[src/rtl/alu_pkg.sv]
// Shared opcode values, default opcode width and FSM state encoding for seq_alu.
// REM (opcode 15) is only legal when the design is built with ALU_REM_EN defined.
package alu_pkg;

   localparam int ALU_OP_W = 16;

   localparam int ALU_ADD  = 11;
   localparam int ALU_SUB  = 12;
   localparam int ALU_MULT = 13;
   localparam int ALU_DIV  = 14;
   localparam int ALU_REM  = 15;

   typedef enum logic [1:0] {
      ST_IDLE = 2'd0,
      ST_DIV  = 2'd1,
      ST_DONE = 2'd2
   } alu_state_e;

endpackage

[src/rtl/seq_divider.sv]
// Restoring shift-subtract divider: one quotient bit per cycle, WIDTH cycles per divide.
// The remainder port exists only when ALU_REM_EN is defined.
module seq_divider
   import alu_pkg::*;
#(
   parameter int WIDTH = 16
) (
   input  logic             clk,
   input  logic             rst_n,
   input  logic             start,
   input  logic [WIDTH-1:0] dividend,
   input  logic [WIDTH-1:0] divisor,
   output logic             busy,
   output logic             done,
   output logic [WIDTH-1:0] quotient
`ifdef ALU_REM_EN
   ,
   output logic [WIDTH-1:0] remainder
`endif
);

   localparam int CNT_W = (WIDTH > 2) ? $clog2(WIDTH) : 1;

   logic [WIDTH-1:0] rem_q, rem_d;
   logic [WIDTH-1:0] quo_q, quo_d;
   logic [WIDTH-1:0] dvs_q, dvs_d;
   logic [CNT_W-1:0] cnt_q, cnt_d;
   logic             busy_q, busy_d;
   logic             done_q, done_d;

   // quo carries the unconsumed dividend bits in its top end while quotient bits fill from the bottom
   function automatic logic [2*WIDTH-1:0] div_step(input logic [WIDTH-1:0] rem,
                                                    input logic [WIDTH-1:0] quo,
                                                    input logic [WIDTH-1:0] dvs);
      logic [WIDTH:0] part;
      logic [WIDTH:0] diff;
      part = {rem, quo[WIDTH-1]};
      diff = part - {1'b0, dvs};
      if (part >= {1'b0, dvs}) begin
         div_step = {diff[WIDTH-1:0], quo[WIDTH-2:0], 1'b1};
      end else begin
         div_step = {part[WIDTH-1:0], quo[WIDTH-2:0], 1'b0};
      end
   endfunction

   // The first step is taken on the start edge so the final bit is ready WIDTH-1 edges later
   always_comb begin
      rem_d  = rem_q;
      quo_d  = quo_q;
      dvs_d  = dvs_q;
      cnt_d  = cnt_q;
      busy_d = busy_q;
      done_d = 1'b0;
      if (start) begin
         {rem_d, quo_d} = div_step({WIDTH{1'b0}}, dividend, divisor);
         dvs_d  = divisor;
         cnt_d  = CNT_W'(1'b1);
         busy_d = 1'b1;
      end else if (busy_q) begin
         {rem_d, quo_d} = div_step(rem_q, quo_q, dvs_q);
         if (cnt_q == CNT_W'(WIDTH - 1)) begin
            cnt_d  = {CNT_W{1'b0}};
            busy_d = 1'b0;
            done_d = 1'b1;
         end else begin
            cnt_d  = cnt_q + CNT_W'(1'b1);
            busy_d = 1'b1;
         end
      end else begin
         busy_d = 1'b0;
      end
   end

   always_ff @(posedge clk or negedge rst_n) begin
      if (!rst_n) begin
         rem_q  <= {WIDTH{1'b0}};
         quo_q  <= {WIDTH{1'b0}};
         dvs_q  <= {WIDTH{1'b0}};
         cnt_q  <= {CNT_W{1'b0}};
         busy_q <= 1'b0;
         done_q <= 1'b0;
      end else begin
         rem_q  <= rem_d;
         quo_q  <= quo_d;
         dvs_q  <= dvs_d;
         cnt_q  <= cnt_d;
         busy_q <= busy_d;
         done_q <= done_d;
      end
   end

   assign busy     = busy_q;
   assign done     = done_q;
   assign quotient = quo_q;
`ifdef ALU_REM_EN
   assign remainder = rem_q;
`endif

endmodule

[src/rtl/seq_alu.sv]
// Registered unsigned ALU with valid/ready handshakes, one operation in flight, and an
// iterative divider. Define ALU_REM_EN to make opcode 15 (REM) legal.
module seq_alu
   import alu_pkg::*;
#(
   parameter int WIDTH = 16,
   parameter int OP_W  = ALU_OP_W
) (
   input  logic             clk,
   input  logic             rst_n,
   input  logic             in_valid,
   output logic             in_ready,
   input  logic [WIDTH-1:0] a,
   input  logic [WIDTH-1:0] b,
   input  logic [OP_W-1:0]  op,
   output logic             out_valid,
   input  logic             out_ready,
   output logic [WIDTH-1:0] r,
   output logic             err
);

   alu_state_e       state_q, state_d;
   logic [WIDTH-1:0] r_q, r_d;
   logic             err_q, err_d;
   logic             div_start_s;
   logic             div_busy_s;
   logic             div_done_s;
   logic [WIDTH-1:0] div_quo_s;
`ifdef ALU_REM_EN
   logic [WIDTH-1:0] div_rem_s;
   logic             rem_sel_q, rem_sel_d;
`endif

   seq_divider #(.WIDTH(WIDTH)) u_div (
      .clk      (clk),
      .rst_n    (rst_n),
      .start    (div_start_s),
      .dividend (a),
      .divisor  (b),
      .busy     (div_busy_s),
      .done     (div_done_s),
      .quotient (div_quo_s)
`ifdef ALU_REM_EN
      ,
      .remainder(div_rem_s)
`endif
   );

   always_comb begin
      state_d     = state_q;
      r_d         = r_q;
      err_d       = err_q;
      div_start_s = 1'b0;
`ifdef ALU_REM_EN
      rem_sel_d   = rem_sel_q;
`endif
      case (state_q)
         ST_IDLE: begin
            if (in_valid) begin
               state_d = ST_DONE;
               err_d   = 1'b0;
               case (op)
                  OP_W'(ALU_ADD):  r_d = a + b;
                  OP_W'(ALU_SUB):  r_d = a - b;
                  OP_W'(ALU_MULT): r_d = a * b;
                  OP_W'(ALU_DIV): begin
                     if (b == {WIDTH{1'b0}}) begin
                        r_d   = {WIDTH{1'b1}};
                        err_d = 1'b1;
                     end else begin
                        state_d     = ST_DIV;
                        div_start_s = 1'b1;
`ifdef ALU_REM_EN
                        rem_sel_d   = 1'b0;
`endif
                     end
                  end
`ifdef ALU_REM_EN
                  OP_W'(ALU_REM): begin
                     if (b == {WIDTH{1'b0}}) begin
                        r_d   = a;
                        err_d = 1'b1;
                     end else begin
                        state_d     = ST_DIV;
                        div_start_s = 1'b1;
                        rem_sel_d   = 1'b1;
                     end
                  end
`endif
                  default: begin
                     r_d   = {WIDTH{1'b0}};
                     err_d = 1'b1;
                  end
               endcase
            end else begin
               state_d = ST_IDLE;
            end
         end
         // A divider that stops without signalling done abandons the operation
         ST_DIV: begin
            if (div_done_s) begin
               state_d = ST_DONE;
               err_d   = 1'b0;
`ifdef ALU_REM_EN
               if (rem_sel_q) begin
                  r_d = div_rem_s;
               end else begin
                  r_d = div_quo_s;
               end
`else
               r_d = div_quo_s;
`endif
            end else if (!div_busy_s) begin
               state_d = ST_IDLE;
            end else begin
               state_d = ST_DIV;
            end
         end
         ST_DONE: begin
            if (out_ready) begin
               state_d = ST_IDLE;
            end else begin
               state_d = ST_DONE;
            end
         end
         default: state_d = ST_IDLE;
      endcase
   end

   always_ff @(posedge clk or negedge rst_n) begin
      if (!rst_n) begin
         state_q <= ST_IDLE;
         r_q     <= {WIDTH{1'b0}};
         err_q   <= 1'b0;
`ifdef ALU_REM_EN
         rem_sel_q <= 1'b0;
`endif
      end else begin
         state_q <= state_d;
         r_q     <= r_d;
         err_q   <= err_d;
`ifdef ALU_REM_EN
         rem_sel_q <= rem_sel_d;
`endif
      end
   end

   assign in_ready  = (state_q == ST_IDLE);
   assign out_valid = (state_q == ST_DONE);
   assign r         = r_q;
   assign err       = err_q;

endmodule

[config.mk]
export PLATFORM = sky130hd
export DESIGN_NAME = seq_alu
export DESIGN_NICKNAME = d
export VERILOG_FILES = /design/src/rtl/alu_pkg.sv /design/src/rtl/seq_divider.sv /design/src/rtl/seq_alu.sv
export SDC_FILE = /design/constraint.sdc
export NUM_CORES = 1
export LEC_CHECK = 0
export BUFFER_PORTS_ARGS = -buffer_cell sky130_fd_sc_hd__buf_2
export CORE_MARGIN = 5
export CORE_UTILIZATION = 40
export CTS_CLUSTER_DIAMETER = 100
export DETAILED_ROUTE_END_ITERATION = 6
export MAX_ROUTING_LAYER = met4
export PLACE_DENSITY = 0.59
export SLEW_MARGIN = 20
export SYNTH_ARGS = -nofsm -noshare
export SYNTH_HDL_FRONTEND = slang
export SYNTH_SLANG_ARGS = --single-unit
[constraint.sdc]
create_clock -name clk -period 3.2 [get_ports clk]
set_input_delay 0.48 -clock clk [delete_from_list [all_inputs] [get_ports clk]]
set_output_delay 0.48 -clock clk [all_outputs]
set_load 0.01 [all_outputs]
==> results of run 1 <==
-- cell type report --
cell class                 instances  area (µm²)  share of cell area
sequential                        73        1830               0.149
timing repair buffer             233        1830               0.149
clock inverter                     7        85.1             0.00693
tap                              319         399              0.0325
clock buffer                       9         225              0.0183
antenna                            3        7.51            0.000611
multi-input combinational        842        7360               0.599
inverter                         146         548              0.0446
-- power by group through the flow --
stage / registers [mW] / logic, mW / clock network, mW
final: 0.994 / 6.51 / 1.06
after detailed placement: 1.01 / 5.37 / 0
after global placement: 1.01 / 5.34 / 0
after floorplan: 1.02 / 3.62 / 0
after CTS: 0.994 / 6.04 / 1.08
after global routing: 0.999 / 7.20 / 1.13
-- critical path, stage by stage --
cell,delay (ps)
buf_6,120
and2_4,160
fa_1,530
inv_1,50
fa_1,510
fa_2,450
fa_1,490
inv_1,50
fa_1,470
inv_1,50
fa_1,510
inv_2,40
ha_4,210
and3_4,180
a221oi_4,270
o21ai_1,120
xnor2_1,160
o221a_2,250
a211oi_2,140
-- per-layer routing --
metal  share of wire  vias up  routed length [µm]
met4           0.023        0                 632
met5               0        -                   0
met3           0.046       39                1280
met1            0.46     4076               12900
met2            0.47      175               13100
li1                -     4053                   -
-- state kept, by name (all words and copies together) (netlist names) --
register and flops:
err 1, r 16, state_q 2, u_div.busy 1, u_div.cnt_q 4, u_div.done 1
u_div.dvs_q 16, u_div.quotient 16, u_div.rem_q 16
-- cell usage after synthesis, types with 14 or more instances --
cell type,number,share of area
nand2_1,133,0.053
nor2_1,61,0.024
xnor2_1,47,0.044
nor3_1,15,0.0080
and2_1,68,0.045
inv_1,146,0.058
a21o_1,18,0.014
fa_1,82,0.17
ha_1,86,0.11
a21oi_1,53,0.028
a211oi_1,14,0.011
xor2_1,29,0.027
o21ai_0,74,0.039
mux2i_1,29,0.031
clkbuf_1,44,0.018
dfrtp_1,73,0.19
-- worst min path at each step --
stage                     end  slack (ps)  depth (start not counted)
2_1_floorplan             err         180                          0
3_3_place_gp       state_q[0]         490                          1
3_5_place_dp   u_div.dvs_q[0]         500                          1
4_1_cts                  r[7]         330                          1
5_1_grt            state_q[1]         380                          1
6_report           state_q[1]         280                          1
-- logic make-up (layout without fill, tap and decap cells) --
group,Yosys count,in the layout,synth area share
buf+inv,199,395,0.0835
other cells,0,3,0
compound gates,223,223,0.151
xor+xnor,76,76,0.0706
flops,73,73,0.194
mux,32,32,0.0344
fa+ha+maj,168,168,0.288
simple gates,343,343,0.179
-- what timing repair did --
action	CTS	global route
endpoints found under the hold margin	0	0
buffers inserted	6	5
setup endpoints to repair	12	26
pin swaps	52	37
hold buffers	0	0
gates resized for setup	85	37
==> out/qor.csv, run 1 <==
stage;metric;value;unit
place;place_area;11400;µm²
global_routing;use_met3;0.0293;
timing;fmax;201;MHz
die;start_util;0.404;
power;power_density;697;nW/µm²
die;rows;56;
power;seqPwrFrac;0.116;
timing;slew_headroom;0.368;
global_routing;track_usage;0.222;
worst_setup_path;critPathLaunchType;primary input;
route;drc;0;
finish;synthToLayoutAreaGrowth;30.3;%
power;switching_share;0.433;
timing;setup_violations;12;
worst_setup_path;criticalPathCategory;primary input to flip-flop;
worst_setup_path;worst_ep_arrival_time;5230;ps
global_routing;grt_util_met1;0.302;
power;peakVddDrop;751;µV
power;p_int;4.85;mW
synth;syn-num-nets;1334;
die;coreArea;23300;µm²
route;routed_wl;28.0;mm
timing;tightest_slew;948;ps
power;p_clk_frac;0.124;
power;power_leakage;5.75;nW
global_routing;grt_pass1_wl;45.4;mm
finish;fin_area;12300;µm²
timing;final.setup.tns;-15480;ps
global_routing;grt_pass1_vias;8546;
die;die_x;163;µm
synth;yosys_warnings;0;
clock_network;htree_levels;3;
timing;rsz0062_at_grt;yes;
place;place_ws;-2350;ps
finish;utilization;0.526;
finish;layout_commonest_cell;buf_4;
power;p_sw;3.71;mW
global_routing;antenna_found_initial;2;
finish;num-fill-cells;2192;
global_routing;grt_max_degree;74;
timing;finalWorstSetupSlack;-1770;ps
clock_network;clockBufferDepth;2;
timing;holdWs;281;ps
clock_network;clk_pin_slew;60;ps
finish;final_cell_mix;buf_4 (140), nand2_1 (131), inv_1 (130);
clock_network;cts_tree;done;
timing;slew_viol_final;0;
outcome;failed_checks;setup timing;
timing;skew;8.91;ps
synth;seq_area_frac_synth;0.194;
global_routing;grt_util_met2;0.353;
worst_setup_path;reg2reg_slack;240;ps
worst_setup_path;crit_end;r[15];
synth;synthCells;1114;
route;drt_iter0_drc;507;
power;power;8.56;mW
timing;final.period_utilization;1.55;
synth;synth_edf_count;0;
die;io_pins;71;
synth;syn_area;9420;µm²
timing;period_needed;4970;ps
clock_network;clk_latency;340;ps
clock_network;cts_made_buffers;9;
synth;synth_area_per_cell;8.46;µm²
route;ant_nets;0;
worst_setup_path;regToRegStartpoint;u_div.quotient[15];
hold_path;hold_path_class;primary input to async pin;
job;maxCapViolCount;0;
finish;drive_above_1_share;0.285;
worst_setup_path;crit_path_start;a[6];
worst_setup_path;critical_path_required;3460;ps
outcome;status;complete, but fails checks;
worst_setup_path;r2r_end;u_div.rem_q[12];
place;dpl.hpwl;22.7;mm
worst_setup_path;r2r.worst_path.cells;12;
place;dp.cells;1602;
finish;layout.cells.non_filler;1632;
synth;ys_async_sr_fraction;1.00;
synth;yosys_register_bits;73;
timing;hold_viol;0;
clock_network;root_buffer;clkbuf_16;
synth;synth_cell_type_count;65;
route;wl_per_cell;17.1;µm
place;io_buffers;70;
global_routing;grt_overflow_total;0;
global_routing;busiest_layer;met2;
die;die_y;163;µm
worst_setup_path;critPathCaptureType;flip-flop;
power;power.share.combinational;0.760;
worst_setup_path;critPathMaxFanout;7;
place;globalplace.congestion;0.920;
route;via_count;8343;
synth;synth_flop_cell;dfrtp_1;
route;drt-pass1-iter-count;4;
route;avgViaCountPerCell;5.11;
clock_network;clock-sinks;73;
finish;finalNetCount;1525;
die;die-area;26700;µm²
No activity file was read; power rests on OpenSTA's default activity.
==> run 2, diff against run 1 <==
Settings changed: PLACE_DENSITY 0.59 to 0.61.
Clock period 3.2 ns to 4.3 ns, I/O delays scaled along.
==> run 2 against run 1 <==
Compared with the run above: worst hold slack better by 180 ps; first-iteration DRC count is 31% higher; highest routed layer unchanged; global-route usage is 0.40 points lower; the run still ends with setup timing left.
==> out/qor.csv, run 2 (synthesized netlist as in run 1, its figures left out) <==
stage;metric;value;unit;change
worst_setup_path;reg2reg_slack;990;ps;was 240 ps
power;peakVddDrop;591;µV;was 751 µV
finish;layout_commonest_cell;inv_1;;was buf_4
worst_setup_path;cp_common_cell;fa_1;;unchanged
worst_setup_path;cp_cell_sequence;buf_8 > and2_4 > fa_1 > inv_2 > fa_1 > inv_1 > ha_2 > fa_1 > fa_1 > inv_2 > fa_1 > inv_2 > ha_4 > a21o_1 > a31o_4 > a221oi_4 > o21ai_2 > xnor2_2 > o221a_2 > a211oi_2;;was buf_6 > and2_4 > fa_1 > inv_1 > fa_1 > fa_2 > fa_1 > inv_1 > fa_1 > inv_1 > fa_1 > inv_2 > ha_4 > and3_4 > a221oi_4 > o21ai_1 > xnor2_1 > o221a_2 > a211oi_2
finish;synthToLayoutAreaGrowth;22.0;%;was 30.3%
worst_setup_path;r2r_end;u_div.rem_q[0];;was u_div.rem_q[12]
global_routing;grt_pass1_wl;44.8;mm;was 45.4 mm
clock_network;cts_made_buffers;9;;unchanged
global_routing;grt_pass1_vias;8201;;was 8,546
outcome;status;complete, but fails checks;;unchanged
worst_setup_path;cpMaxStageDelayCell;fa_1;;unchanged
timing;final.setup.tns;-6050;ps;was -15,480 ps
timing;period_needed;5250;ps;
worst_setup_path;crit_path_start;b[4];;was a[6]
route;via_count;8179;;was 8,343
clock_network;clk_pin_slew;60;ps;about the same
worst_setup_path;worst_ep_arrival_time;5510;ps;was 5230 ps
outcome;failed_checks;setup timing;;unchanged
finish;multi_input_area;7140;µm²;was 7360 µm²
global_routing;grt_overflow_total;0;;unchanged
worst_setup_path;critPathLaunchType;primary input;;unchanged
route;drc;0;;unchanged
die;io_pins;71;;unchanged
timing;tightest_slew;939;ps;was 948 ps
worst_setup_path;slowest_delay;570;ps;was 530 ps
place;globalplace.congestion;0.899;;was 0.920
worst_setup_path;critical_path_required;4560;ps;was 3460 ps
timing;hold_viol;0;;unchanged
finish;insertedDiodeCount;0;;was 3
timing;final.period_utilization;1.22;;
worst_setup_path;criticalPathCategory;primary input to flip-flop;;unchanged
power;power_leakage;5.43;nW;was 5.75 nW
timing;rsz0062_at_grt;yes;;unchanged
place;io_buffers;70;;unchanged
die;die-area;26700;µm²;unchanged
worst_setup_path;r2r.worst_path.cells;12;;unchanged
worst_setup_path;regToRegStartpoint;u_div.quotient[15];;unchanged
timing;slew_viol_final;0;;unchanged
timing;slew_headroom;0.374;;was 0.368
global_routing;antenna_found_initial;0;;was 2
power;power_density;499;nW/µm²;was 697 nW/µm²
route;ant_nets;0;;unchanged
place;dpl.hpwl;22.1;mm;was 22.7 mm
route;avgViaCountPerCell;5.19;;was 5.11
die;start_util;0.404;;unchanged
worst_setup_path;critPathMaxFanout;8;;was 7
finish;finalNetCount;1472;;was 1,525
timing;setup_violations;9;;was 12
route;drt-pass1-iter-count;5;;was 4
global_routing;grt_max_degree;74;;unchanged
job;maxCapViolCount;0;;unchanged
die;rows;56;;unchanged
timing;skew;7.11;ps;was 8.91 ps
timing;fmax;190;MHz;
worst_setup_path;critPathCaptureType;flip-flop;;unchanged
clock_network;clk_latency;330;ps;was 340 ps
timing;finalWorstSetupSlack;-955;ps;was -1770 ps
clock_network;clock-sinks;73;;unchanged
hold_path;hold_path_class;primary input to async pin;;unchanged
clock_network;root_buffer;clkbuf_16;;unchanged
finish;register_area;1830;µm²;unchanged
die;die_y;163;µm;unchanged
route;routed_wl;27.5;mm;was 28.0 mm
clock_network;htree_levels;3;;unchanged
finish;final_cell_mix;inv_1 (135), nand2_1 (131), buf_4 (108);;was buf_4 (140), nand2_1 (131), inv_1 (130)
die;die_x;163;µm;unchanged
route;wl_per_cell;17.4;µm;was 17.1 µm
global_routing;track_usage;0.218;;was 0.222
finish;num-fill-cells;2220;;was 2,192
finish;drive_above_1_share;0.232;;was 0.285
timing;holdWs;457;ps;was 281 ps
die;coreArea;23300;µm²;unchanged
route;drt_iter0_drc;666;;was 507
clock_network;cts_tree;done;;unchanged
clock_network;clockBufferDepth;2;;unchanged
run 2: cell count changes in the layout (fill, tap and decap cells not counted), moves of 5 or more:
cell    previous run  this run
ha_1              66        72
inv_1            130       135
inv_2             16        11
buf_6             29        12
ha_4              17         9
and2_4            21        16
and2_1            48        53
buf_4            140       108
run 2: worst max-delay path by stage:
stage | endpoint | cells after the start
3_3_place_gp | r[15] | 19
3_5_place_dp | r[15] | 19
5_1_grt | r[15] | 19
6_report | r[15] | 20
2_1_floorplan | r[15] | 19
4_1_cts | r[15] | 20
run 2: routing by layer:
| layer | global-route usage | part of all wire |
|---|---|---|
| met1 | 0.314 | 0.48 |
| met2 | 0.337 | 0.45 |
| met3 | 0.0222 | 0.048 |
| met4 | 0.0438 | 0.016 |
| met5 | - | 0 |
run 2: metrics by stage:
stage / setup slack, ps / cells / cell area (µm²) / util / power (mW)
finish: -955 / 1576 / 11500 / 0.493 / 5.74
global placement: -1360 / 1556 / 10900 / 0.469 / 4.47
global route: -1150 / 1576 / 11500 / 0.493 / 6.30
detailed placement: -1420 / 1556 / 10900 / 0.469 / 4.52
CTS: -939 / 1576 / 11400 / 0.489 / 5.53
floorplan: -1100 / 1114 / 9680 / - / 3.42
run 2: cell type report:
class | count | area share
clock inverter | 5 | 0.00326
timing repair buffer | 180 | 0.112
tap | 319 | 0.0347
multi-input combinational | 842 | 0.621
clock buffer | 11 | 0.0220
inverter | 146 | 0.0477
sequential | 73 | 0.159
run 2: report_power, final:
part	internal, mW	leakage, nW	switching [mW]
sequential	0.719	0.824	0.0209
clock	0.425	0.139	0.299
combinational	2.10	4.46	2.18
total	3.24	5.43	2.50
run 2: worst max-delay path, delay by kind of cell:
kind	cells	cell delay (ps)
adders and majority gates	7	3040
xor gates and xnor gates	1	150
and+or+nand+nor	1	150
AOI/OAI and AO/OA	6	1220
buffers and inverters	5	300
run 2: repair_timing:
| action | CTS | global route |
|---|---|---|
| hold buffers | 0 | 0 |
| pin swaps | 46 | 33 |
| endpoints found under the setup margin | 10 | 10 |
| setup buffers | 4 | 1 |
| resized for setup | 45 | 28 |
==> run 3, diff against run 2 <==
Settings changed: RECOVER_POWER from default to 100, SLEW_MARGIN 20 to default.
==> run 3 against run 2 <==
Compared with the run above: the flow finishes with violations (capacitance limit, slew limit, setup timing); via count shrank 0.79%; global-route usage is the same; clock power hardly changed; core utilization fell by 0.30 points; worst setup slack better by 1.2 ps; wire length up 0.14%; sequential share of layout area up 0.097 points; critical endpoint unchanged; largest power group unchanged.
==> out/qor.csv, run 3 (synthesized netlist as in run 1, its figures left out) <==
stage;metric;value;unit;change
outcome;failed_checks;capacitance limit, slew limit, setup timing;;was setup timing
worst_setup_path;r2r_end;u_div.rem_q[8];;was u_div.rem_q[0]
hold_path;hold_path_class;flip-flop to flip-flop;;was primary input to async pin
global_routing;antenna_found_initial;0;;unchanged
global_routing;track_usage;0.218;;unchanged
route;avgViaCountPerCell;5.15;;was 5.19
timing;rsz0062_at_grt;yes;;unchanged
worst_setup_path;r2r.worst_path.cells;7;;was 12
job;maxCapViolCount;2;;was 0
finish;final_cell_mix;inv_1 (135), nand2_1 (131), buf_4 (103);;was inv_1 (135), nand2_1 (131), buf_4 (108)
power;p_int;3.23;mW;was 3.24 mW
clock_network;cts_tree;done;;unchanged
timing;setup_violations;24;;was 9
finish;drive_above_1_share;0.210;;was 0.232
worst_setup_path;regToRegStartpoint;state_q[0];;was u_div.quotient[15]
power;power;5.73;mW;was 5.74 mW
global_routing;grt_pass1_vias;8201;;unchanged
worst_setup_path;critPathMaxFanout;8;;unchanged
timing;finalWorstSetupSlack;-954;ps;was -955 ps
hold_path;hold_depth;1;;
global_routing;grt_max_degree;74;;unchanged
die;io_pins;71;;unchanged
finish;num-fill-cells;2242;;was 2,220
clock_network;clk_pin_slew;60;ps;about the same
place;globalplace.congestion;0.899;;unchanged
clock_network;clk_latency;340;ps;was 330 ps
worst_setup_path;criticalPathCategory;primary input to flip-flop;;unchanged
route;drc;0;;unchanged
route;via_count;8114;;was 8,179
route;wl_per_cell;17.5;µm;was 17.4 µm
clock_network;clock-sinks;73;;unchanged
die;rows;56;;unchanged
die;coreArea;23300;µm²;unchanged
finish;synthToLayoutAreaGrowth;21.3;%;was 22.0%
finish;layout_commonest_cell;inv_1;;unchanged
route;drt-pass1-iter-count;5;;unchanged
power;power_density;501;nW/µm²;was 499 nW/µm²
global_routing;grt_pass1_wl;44.8;mm;unchanged
timing;skew;7.78;ps;was 7.11 ps
finish;insertedDiodeCount;0;;unchanged
worst_setup_path;critical_path_required;4560;ps;about the same
outcome;status;complete, but fails checks;;unchanged
finish;register_area;1830;µm²;unchanged
route;drt_iter0_drc;663;;was 666
die;die_x;163;µm;unchanged
finish;finalNetCount;1472;;unchanged
place;dp.cells;1556;;unchanged
timing;hold_viol;0;;unchanged
global_routing;grt_overflow_total;0;;unchanged
timing;slew_viol_final;113;;was 0
power;p_sw;2.49;mW;was 2.50 mW
timing;slew_headroom;-0.417;;was 0.374
route;ant_nets;0;;unchanged
clock_network;cts_made_buffers;9;;unchanged
die;die-area;26700;µm²;unchanged
finish;layout.cells.non_filler;1576;;unchanged
place;place_ws;-1420;ps;unchanged
power;switching_share;0.435;;about the same
power;power_leakage;5.34;nW;was 5.43 nW
worst_setup_path;crit_end;r[15];;unchanged
timing;tightest_slew;2120;ps;was 939 ps
finish;multi_input_area;7110;µm²;was 7140 µm²
worst_setup_path;crit_path_start;b[4];;unchanged
clock_network;htree_levels;3;;unchanged
power;p_clk_frac;0.127;;was 0.126
place;io_buffers;70;;unchanged
die;die_y;163;µm;unchanged
timing;final.period_utilization;1.22;;about the same
worst_setup_path;worst_ep_arrival_time;5510;ps;about the same
timing;period_needed;5250;ps;about the same
worst_setup_path;critPathLaunchType;primary input;;unchanged
power;power.share.combinational;0.744;;was 0.745
clock_network;clockBufferDepth;2;;unchanged
clock_network;root_buffer;clkbuf_16;;unchanged
worst_setup_path;critPathCaptureType;flip-flop;;unchanged
timing;fmax;190;MHz;about the same
place;dpl.hpwl;22.1;mm;unchanged
die;start_util;0.404;;unchanged
power;seqPwrFrac;0.129;;about the same
route;routed_wl;27.5;mm;about the same
worst_setup_path;reg2reg_slack;490;ps;was 990 ps
power;peakVddDrop;584;µV;was 591 µV
==> run 3: timing repair <==
| item | CTS | global route |
|---|---|---|
| endpoints found under the setup margin | 10 | 10 |
| pin swaps | 46 | 33 |
| hold buffers | 0 | 0 |
| gates cloned | 0 | 0 |
| buffers inserted | 4 | 1 |
| gates resized for setup | 45 | 28 |
==> run 3: per-stage QoR <==
step / setup TNS (ps) / hold WS (ps) / instance area, µm² / utilization
4_1_cts: -6240 / 492 / 11400 / 0.489
3_3_place_gp: -10300 / 491 / 10900 / 0.469
3_5_place_dp: -10580 / 495 / 10900 / 0.469
2_1_floorplan: -5420 / 349 / 9680 / -
6_report: -11370 / 504 / 11400 / 0.490
5_1_grt: -23590 / 534 / 11400 / 0.490
==> run 3: final cells by class <==
class,instances,area share
multi-input combinational,842,0.623
sequential,73,0.160
timing repair buffer,180,0.109
inverter,146,0.0480
tap,319,0.0349
clock buffer,11,0.0221
clock inverter,5,0.00328
==> run 3: how the worst min path moves through the flow <==
| stage | start | end |
|---|---|---|
| 5_1_grt | state_q[1] | state_q[0] |
| 3_5_place_dp | state_q[1] | state_q[0] |
| 6_report | state_q[1] | state_q[0] |
| 2_1_floorplan | rst_n | err |
| 4_1_cts | rst_n | state_q[1] |
| 3_3_place_gp | state_q[1] | state_q[0] |
==> run 3: critical path: stages <==
cell      delay (ps)
buf_8            110
and2_4           150
fa_1             550
inv_2             50
fa_1             530
inv_1             40
ha_2             170
fa_1             490
fa_1             580
inv_2             40
fa_1             520
inv_2             50
ha_4             210
a21o_1           160
a31o_4           220
a221oi_4         320
o21ai_2          100
xnor2_2          150
o221a_2          240
a211oi_2         180
==> run 3: metal layers <==
| metal | share of wire | track usage |
|---|---|---|
| met1 | 0.48 | 0.314 |
| met2 | 0.45 | 0.337 |
| met3 | 0.045 | 0.0222 |
| met4 | 0.017 | 0.0438 |
| met5 | 0 | - |
==> run 3: power by group through the flow <==
stage	clock network (mW)	logic (mW)	registers, mW
finish	0.727	4.26	0.741
global route	0.779	4.76	0.744
CTS	0.741	4.05	0.740
detailed placement	0	3.77	0.752
global placement	0	3.72	0.752
floorplan	0	2.65	0.762
